$ cat src/rtl/board_move_engine.sv
// 4x4 sliding-tile game state: board register file, one-line-per-cycle move
// engine with merge scoring, win flag, and a combinational cell read port.
module board_move_engine #(
  parameter int WIN_EXP = 11,
  parameter int SCORE_W = 24
) (
  input  logic               iCLK,
  input  logic               iRST,
  input  logic               iClear,
  input  logic               iStart,
  input  logic [1:0]         iDir,
  input  logic               iWrEn,
  input  logic [1:0]         iWrX,
  input  logic [1:0]         iWrY,
  input  logic [3:0]         iWrVal,
  input  logic [1:0]         iRdX,
  input  logic [1:0]         iRdY,
  output logic [3:0]         oRdVal,
  output logic               oBusy,
  output logic               oDone,
  output logic               oMoved,
  output logic               oWon,
  output logic [SCORE_W-1:0] oScore
);

  typedef enum logic [1:0] {S_IDLE, S_PROC, S_DONE} state_e;
  typedef enum logic [1:0] {DIR_LEFT, DIR_RIGHT, DIR_UP, DIR_DOWN} dir_e;

  // Element [0] of a line is the cell at the destination edge.
  typedef logic [3:0][3:0] line_t;

  typedef struct packed {
    line_t       cells;
    logic [16:0] gain;
  } line_res_t;

  localparam logic [3:0] WIN_E = 4'(WIN_EXP);

  // Board index is {y, x}, so row y occupies cells 4y..4y+3.
  function automatic logic [3:0] cell_idx(input dir_e dir, input logic [1:0] k,
                                          input logic [1:0] i);
    logic [3:0] idx;
    case (dir)
      DIR_LEFT:  idx = {k, i};
      DIR_RIGHT: idx = {k, ~i};
      DIR_UP:    idx = {i, k};
      default:   idx = {~i, k};
    endcase
    return idx;
  endfunction

  function automatic line_t compress(input line_t l);
    line_t      r;
    logic [2:0] j;
    r = '0;
    j = 3'd0;
    for (int i = 0; i < 4; i++) begin
      if (l[i] != 4'd0) begin
        r[j[1:0]] = l[i];
        j = j + 3'd1;
      end
    end
    return r;
  endfunction

  // Compress, merge equal neighbours once each, compress again.
  function automatic line_res_t slide_line(input line_t l);
    line_res_t res;
    line_t     c;
    logic      skip;
    c        = compress(l);
    res.gain = '0;
    skip     = 1'b0;
    for (int i = 0; i < 3; i++) begin
      if (skip) begin
        skip = 1'b0;
      end else if (c[i] == c[i+1] && c[i] != 4'd0 && c[i] != 4'hF) begin
        c[i]     = c[i] + 4'd1;
        c[i+1]   = 4'd0;
        res.gain = res.gain + (17'd1 << c[i]);
        skip     = 1'b1;
      end
    end
    res.cells = compress(c);
    return res;
  endfunction

  state_e               state_q, state_d;
  dir_e                 dir_q, dir_d;
  logic [1:0]           k_q, k_d;
  logic                 acc_q, acc_d;
  logic                 done_q, done_d;
  logic                 moved_q, moved_d;
  logic                 won_q, won_d;
  logic [SCORE_W-1:0]   score_q, score_d;
  logic [15:0][3:0]     board_q, board_d;

  logic [3:0]           line_idx [4];
  line_t                line_in;
  line_res_t            line_res;
  logic                 line_won;
  logic [SCORE_W:0]     score_sum;
  logic [SCORE_W-1:0]   score_sat;

  always_comb begin
    for (int i = 0; i < 4; i++) begin
      line_idx[i] = cell_idx(dir_q, k_q, 2'(i));
      line_in[i]  = board_q[line_idx[i]];
    end
  end

  assign line_res = slide_line(line_in);

  always_comb begin
    line_won = 1'b0;
    for (int i = 0; i < 4; i++) begin
      if (line_res.cells[i] >= WIN_E) line_won = 1'b1;
    end
  end

  assign score_sum = {1'b0, score_q} + (SCORE_W+1)'(line_res.gain);
  assign score_sat = score_sum[SCORE_W] ? '1 : score_sum[SCORE_W-1:0];

  // NOTE: every variable gets its hold value first so no path infers a latch.
  always_comb begin
    state_d = state_q;
    dir_d   = dir_q;
    k_d     = k_q;
    acc_d   = acc_q;
    done_d  = 1'b0;
    moved_d = moved_q;
    won_d   = won_q;
    score_d = score_q;
    board_d = board_q;

    case (state_q)
      S_IDLE: begin
        if (iClear) begin
          board_d = '0;
          score_d = '0;
          won_d   = 1'b0;
          moved_d = 1'b0;
        end else if (iStart) begin
          dir_d   = dir_e'(iDir);
          k_d     = 2'd0;
          acc_d   = 1'b0;
          state_d = S_PROC;
        end else if (iWrEn) begin
          board_d[{iWrY, iWrX}] = iWrVal;
          if (iWrVal >= WIN_E) won_d = 1'b1;
        end
      end
      S_PROC: begin
        for (int i = 0; i < 4; i++) begin
          board_d[line_idx[i]] = line_res.cells[i];
        end
        if (line_res.cells != line_in) acc_d = 1'b1;
        if (line_won) won_d = 1'b1;
        score_d = score_sat;
        k_d     = k_q + 2'd1;
        if (k_q == 2'd3) state_d = S_DONE;
      end
      S_DONE: begin
        done_d  = 1'b1;
        moved_d = acc_q;
        state_d = S_IDLE;
      end
      default: state_d = S_IDLE;
    endcase
  end

  // NOTE: the board is a flop-based register file, so it takes the async reset
  // like every other state bit; a reset mid-move leaves nothing behind.
  always_ff @(posedge iCLK or posedge iRST) begin
    if (iRST) begin
      state_q <= S_IDLE;
      dir_q   <= DIR_LEFT;
      k_q     <= 2'd0;
      acc_q   <= 1'b0;
      done_q  <= 1'b0;
      moved_q <= 1'b0;
      won_q   <= 1'b0;
      score_q <= '0;
      board_q <= '0;
    end else begin
      state_q <= state_d;
      dir_q   <= dir_d;
      k_q     <= k_d;
      acc_q   <= acc_d;
      done_q  <= done_d;
      moved_q <= moved_d;
      won_q   <= won_d;
      score_q <= score_d;
      board_q <= board_d;
    end
  end

  assign oRdVal = board_q[{iRdY, iRdX}];
  assign oBusy  = (state_q != S_IDLE);
  assign oDone  = done_q;
  assign oMoved = moved_q;
  assign oWon   = won_q;
  assign oScore = score_q;

endmodule
$ cat config.mk
export PLATFORM = sky130hd
export DESIGN_NAME = board_move_engine
export DESIGN_NICKNAME = d
export VERILOG_FILES = /design/src/rtl/board_move_engine.sv
export SDC_FILE = /design/constraint.sdc
export NUM_CORES = 1
export LEC_CHECK = 0
export ABC_AREA = 1
export BUFFER_PORTS_ARGS = -buffer_cell sky130_fd_sc_hd__buf_2
export CORE_UTILIZATION = 50
export CTS_BUF_LIST = sky130_fd_sc_hd__clkbuf_4
export DETAILED_ROUTE_END_ITERATION = 8
export PLACE_DENSITY = 0.68
export RECOVER_POWER = 50
export SYNTH_ARGS = -nofsm -noshare
export SYNTH_HDL_FRONTEND = slang
export SYNTH_SLANG_ARGS = --single-unit
export TNS_END_PERCENT = 20
$ cat constraint.sdc
create_clock -name iCLK -period 27.2 [get_ports iCLK]
set_input_delay 1.36 -clock iCLK [delete_from_list [all_inputs] [get_ports iCLK]]
set_output_delay 1.36 -clock iCLK [all_outputs]
set_load 0.005 [all_outputs]
# Word level (Yosys, flattened, before mapping)
# Index checks and enable logic that the tools add are counted.
dict set report totals {
  register_bits 98
  input_bits 19
  output_inout_bits 32
  elab_cells 234
}
dict set report op_classes {
  add_sub_neg 11
  n_lt_le_gt_ge 28
  n_eq_ne 21
  n_shift 3
  muxes 105
  n_bitwise 1
  n_reduce_logical 41
}
# op count
set ops {}
lappend ops {{64-bit bitwise mux} 5}
lappend ops {{64-bit two-way mux} 3}
lappend ops {{64-bit one-hot mux with 2 select lines} 1}
lappend ops {{16-bit bitwise mux} 6}
lappend ops {{16-bit two-way mux} 6}
lappend ops {{17-bit two-way mux} 5}
lappend ops {{4-bit binary-select mux with 4-bit select} 5}
lappend ops {{4-bit demux with 4-bit select} 5}
lappend ops {{4-bit two-way mux} 18}
lappend ops {{1-bit by 4-bit << shifter with 17-bit output, first input constant} 3}
lappend ops {{4-bit demux with 2-bit select} 6}
lappend ops {{24-bit two-way mux} 2}
lappend ops {{24-bit one-hot mux with 2 select lines} 1}
lappend ops {{4-bit one-hot mux with 3 select lines} 4}
lappend ops {{4-bit nonzero test} 11}
lappend ops {{8-bit two-way mux} 5}
lappend ops {{17-bit adder} 2}
lappend ops {{4-bit by 5-bit < comparator with 1-bit output, second input constant} 6}
lappend ops {{24-bit by 17-bit adder with 25-bit output} 1}
lappend ops {{4-bit by 1-bit greater-or-equal comparator with 1-bit output, second input constant} 5}
lappend ops {{4-bit greater-or-equal comparator, second input constant} 5}
lappend ops {{1-bit two-way mux} 19}
lappend ops {{2-bit by 3-bit < comparator with 1-bit output, second input constant} 6}
lappend ops {{2-bit two-way mux} 9}
lappend ops {{other kinds (21)} 71}

# Logic depth before layout (Yosys ltp)
dict set report depth {
  depth_word 45
  depth_mapped 68
  mapped_depth_nobuf 65
}

# Worst setup path before layout
# Ideal clock, no wire load.
dict set report synth_timing {
  path_kind {reg-to-reg}
  from {register dir_q[0]}
  to {register score_q[23] (netlist: oScore[23])}
  setup_time_ps 129
  t_arrival_ps 9563
  required_time_ps 27071
  setup_slack_ps 17508
  stages_incl_launch_ff 63
  n_path_buf 3
  period_less_slack_ps 9692
  cell_sequence {dfrtp_1 > buf_4 > inv_1 > nand2_2 > nand2_2 > buf_2 > buf_2 > o211ai_1 > nand2_1 > nor2_1 > nor4_1 > inv_1 > ha_1 > inv_1 > nand3_1 > nand2_4 > nand3_4 > a21oi_1 > [... 27 more ...] > o21bai_1 > a21oi_1 > o21bai_1 > a21oi_1 > o21bai_1 > a21oi_1 > o21ai_0 > xnor2_1 > o21ai_0 > ha_1 > inv_1 > o311ai_0 > nand3_1 > a211oi_1 > and3_1 > xor2_1 > o21ai_0 > o21ai_0}
}
dict set report synth_via {
  elab_chain_cells 33
  word_cells_on_any_way 83
  cone_classes {add/sub (8); order compare (6); eq/ne (8); shift (3); mux (41); reduce/logical (17)}
}
# element line
set synth_rtl {}
lappend synth_rtl {{from (decl)} 89} ;# dir_e dir_q, dir_d;
lappend synth_rtl {{from (signal assigned)} 187} ;# dir_q <= dir_d;
lappend synth_rtl {{2-bit == test (tied with other cells)} 43} ;# case (dir)
lappend synth_rtl {{4-bit one-hot mux with 3 select lines} 43}
lappend synth_rtl {{4-bit binary-select mux with 4-bit select} 108} ;# line_in[i] = board_q[line_idx[i]];
lappend synth_rtl {{4-bit two-way mux (implied by the code)} 108}
lappend synth_rtl {{4-bit nonzero test} 58} ;# if (l[i] != 4'd0) begin
lappend synth_rtl {{1-bit two-way mux} 58}
lappend synth_rtl {{1-bit by 1-bit adder with 2-bit output (tied with other cells)} 60} ;# j = j + 3'd1;
lappend synth_rtl {{2-bit two-way mux / 1-bit logical AND (equally long branches)} {58, 59}}
lappend synth_rtl {{[... 5 more ...]} -}
lappend synth_rtl {{4-bit demux with 2-bit select / 16-bit two-way mux (equally long branches)} {59, 58}}
lappend synth_rtl {{16-bit bitwise mux} 59} ;# r[j[1:0]] = l[i];
lappend synth_rtl {{16-bit two-way mux *} 58}
lappend synth_rtl {{branches (longest 13 deep; another with 17-bit adder)} -}
lappend synth_rtl {{17-bit two-way mux *} 75} ;# if (skip) begin
lappend synth_rtl {{24-bit by 17-bit adder with 25-bit output *} 121} ;# assign score_sum = {1'b0, score_q} + (SCORE_W+1)'(line_res.gain);
lappend synth_rtl {{24-bit two-way mux *} 122} ;# assign score_sat = score_sum[SCORE_W] ? '1 : score_sum[SCORE_W-1:0];
lappend synth_rtl {{24-bit one-hot mux with 2 select lines *} 136} ;# case (state_q)
lappend synth_rtl {{to (signal assigned)} 193} ;# score_q <= score_d;
lappend synth_rtl {{to (decl)} 95} ;# logic [SCORE_W-1:0] score_q, score_d;
# Every way passes the cells marked *. The select of a mux whose other input is x is not followed.
# A chain may end at the register's enable or synchronous reset.

# Final worst setup path
dict set report layout_timing {
  from {register dir_q[1]}
  to {register score_q[23] (netlist: oScore[23])}
}
# Same word-level chain as after synthesis.

==> impl_metrics.json <==
{
  "htree_levels": 3,
  "cts-root-buf": "clkbuf_4",
  "core-area_um2": 26900,
  "synth_edf_count": 0,
  "row_count": 60,
  "nFillCells": 2944,
  "grt.overflow.total": 0,
  "status": "complete, but fails checks",
  "met1Wirelength_um": 22700,
  "drv_cap": 3,
  "dp.final_hpwl_um": 42600,
  "first_pass_iters": 6,
  "hold_buffers": 0,
  "wl_per_cell_um": 21.4,
  "slew_viol_final": 189,
  "numPortBuffers": 50,
  "period_minus_slack_ps": 12690,
  "drc": 0,
  "drive_gt1_frac": 0.0676,
  "io_pins": 51,
  "synth_seq_area_share": 0.180,
  "gr-usage-all-layers": 0.397,
  "gp_congestion": 1.10,
  "hold_class": "reg2reg",
  "crit_slowest_cell": "dfrtp_1",
  "layout.nets": 2385,
  "viasPerCell": 6.30,
  "initialDrtViolationCount": 1868,
  "synth.distinct_cells": 52,
  "antennaDiodeCount": 0,
  "area_growth_pct": 3.06,
  "fin_cells": 2634,
  "cts_resized": 0,
  "cp_max_fo": 42,
  "required_ps": 27680,
  "place_inst": 2618,
  "syn_area_um2": 13700,
  "cp-start-kind": "register",
  "grt_pass1_vias": 15154,
  "finClkSkew_ps": 41.5,
  "cpMostUsedCell": "nand2_1",
  "hold_viol": 0,
  "path_class": "reg2reg",
  "syn_nets": 2404,
  "ys_top_cells_by_area": "dfrtp_1 18%, nand2_1 16%, nand3_1 9.6%, inv_1 7.0%, ha_1 6.9%",
  "clkSinkCount": 98,
  "async_reset_ff_frac": 1.00,
  "max_freq_ghz": 0.0788,
  "cp-end-kind": "register",
  "antenna_found_initial": 0,
  "vias": 16599,
  "final.setup.tns_ps": 0,
  "finalSetupViolCount": 0,
  "holdWs_ps": 479,
  "ff_latch_area_um2": 2450,
  "cts_tree": "yes",
  "arrival_ps": 13170,
  "slowest_delay_ps": 710,
  "worst_pin_slew_ps": 3780,
  "numCtsBuffers": 9,
  "grt_max_degree": 88,
  "maxSlewHeadroom": -1.52,
  "cts_buffer_depth": 2,
  "path_clk_slew_ps": 230,
  "wl_met3_um": 4770,
  "violations": "max-capacitance violations, max-slew violations",
  "yosys.area.top_type_share": 0.180,
  "wirelength_um": 56400,
  "grt_pass1_wl_um": 86500,
  "synth.avg_cell_area_um2": 5.92,
  "ys_seq_elements": 98,
  "wl_met2_um": 25500,
  "die_h_um": 167,
  "synthCells": 2307,
  "synth_top_area_cell": "dfrtp_1",
  "die_w_um": 167,
  "multi_input_area_um2": 9720,
  "postRouteAntennaNets": 0,
  "highest_layer": "met4",
  "start_util": 0.508,
  "synth_top_flop_cell": "dfrtp_1",
  "period_share": 0.467,
  "die_area_um2": 28000,
  "cts_setup_buffers": 0,
  "yosys_warnings": 0,
  "insertion_delay_ps": 530,
  "rsz0062_at_grt": "no"
}
==> final timing paths <==
check,slack [ps],to,cells past startpoint,start
worst min register to register,480,oDone,1,state_q[0]
worst min-delay path,480,oDone,1,state_q[0]
max in group asynchronous,22160,board_q[61],3,iRST
worst max register to register,14510,oScore[23],62,dir_q[1]
min in group asynchronous,1330,oScore[21],2,iRST
worst max-delay path,14510,oScore[23],62,dir_q[1]
==> routing by layer <==
| layer | GRT usage | vias up |
|---|---|---|
| li1 | - | 7720 |
| met1 | 0.504 | 7710 |
| met2 | 0.637 | 953 |
| met3 | 0.0605 | 216 |
| met4 | 0.237 | 0 |
| met5 | 0 | - |
==> sequential cells by signal, indices dropped and copies added, names as in the netlist <==
name and cells:
board_q 64, oScore 24, dir_q 2, k_q 2
state_q 2, acc_q 1, oDone 1, oMoved 1
oWon 1
==> worst max-delay path, delay by kind of cell (launching register included) <==
kind | cells | cell delay [ps]
simple gates | 27 | 4710
compound gates | 17 | 3200
fa+ha+maj | 7 | 2090
buf+inv | 9 | 1600
flops | 1 | 710
xor+xnor | 2 | 290
==> layout by cell type (no fill, tap or decap), drive strengths merged, types with 15 or more instances in the layout <==
cell type and instances:
clkbuf 15, nor3 21, xor2 40, o22ai 69
o21ai 185, a21oi 119, buf 51, nand3 268
a31oi 40, nand4 29, o21bai 18, dfrtp 98
o211ai 19, nand2 618, nor2 256, inv 279
o221ai 23, ha 75
==> kinds of logic after synthesis <==
group,Yosys count,synth area share
buffers and inverters,366,0.110
adder cells (fa/ha/maj),78,0.0731
multiplexers,8,0.00595
XOR/XNOR,46,0.0295
AND/OR/NAND/NOR,1212,0.390
flip-flops,98,0.180
AO/OA/AOI/OAI,499,0.212
==> per-stage QoR <==
step / setup slack (ps) / utilization / instance area, um2
6_report: 14510 / 0.524 / 14100
5_1_grt: 13390 / 0.524 / 14100
3_5_place_dp: 14840 / 0.519 / 13900
3_3_place_gp: 15350 / 0.519 / 13900
4_1_cts: 14770 / 0.524 / 14100
2_1_floorplan: 17510 / - / 13700
==> final cells by class <==
cell class,instances,area share
inverter,279,0.0745
clock inverter,7,0.00551
tap,341,0.0303
timing repair buffer,57,0.0206
sequential,98,0.174
clock buffer,9,0.00480
multi-input combinational,1843,0.690
==> cells in the mapped netlist, drive strengths merged, types with 19 or more instances <==
master	instances
buf	54
xor2	40
nor2	256
dfrtp	98
o221ai	23
o21ai	185
nor3	21
nand4	29
a31oi	40
nand2	618
inv	275
o211ai	19
nand3	268
clkbuf	33
o22ai	69
ha	75
a21oi	119
Power is left out: the tool's default activity adds up to more than one toggle a clock period on the data nets, which glitch-free logic cannot reach.
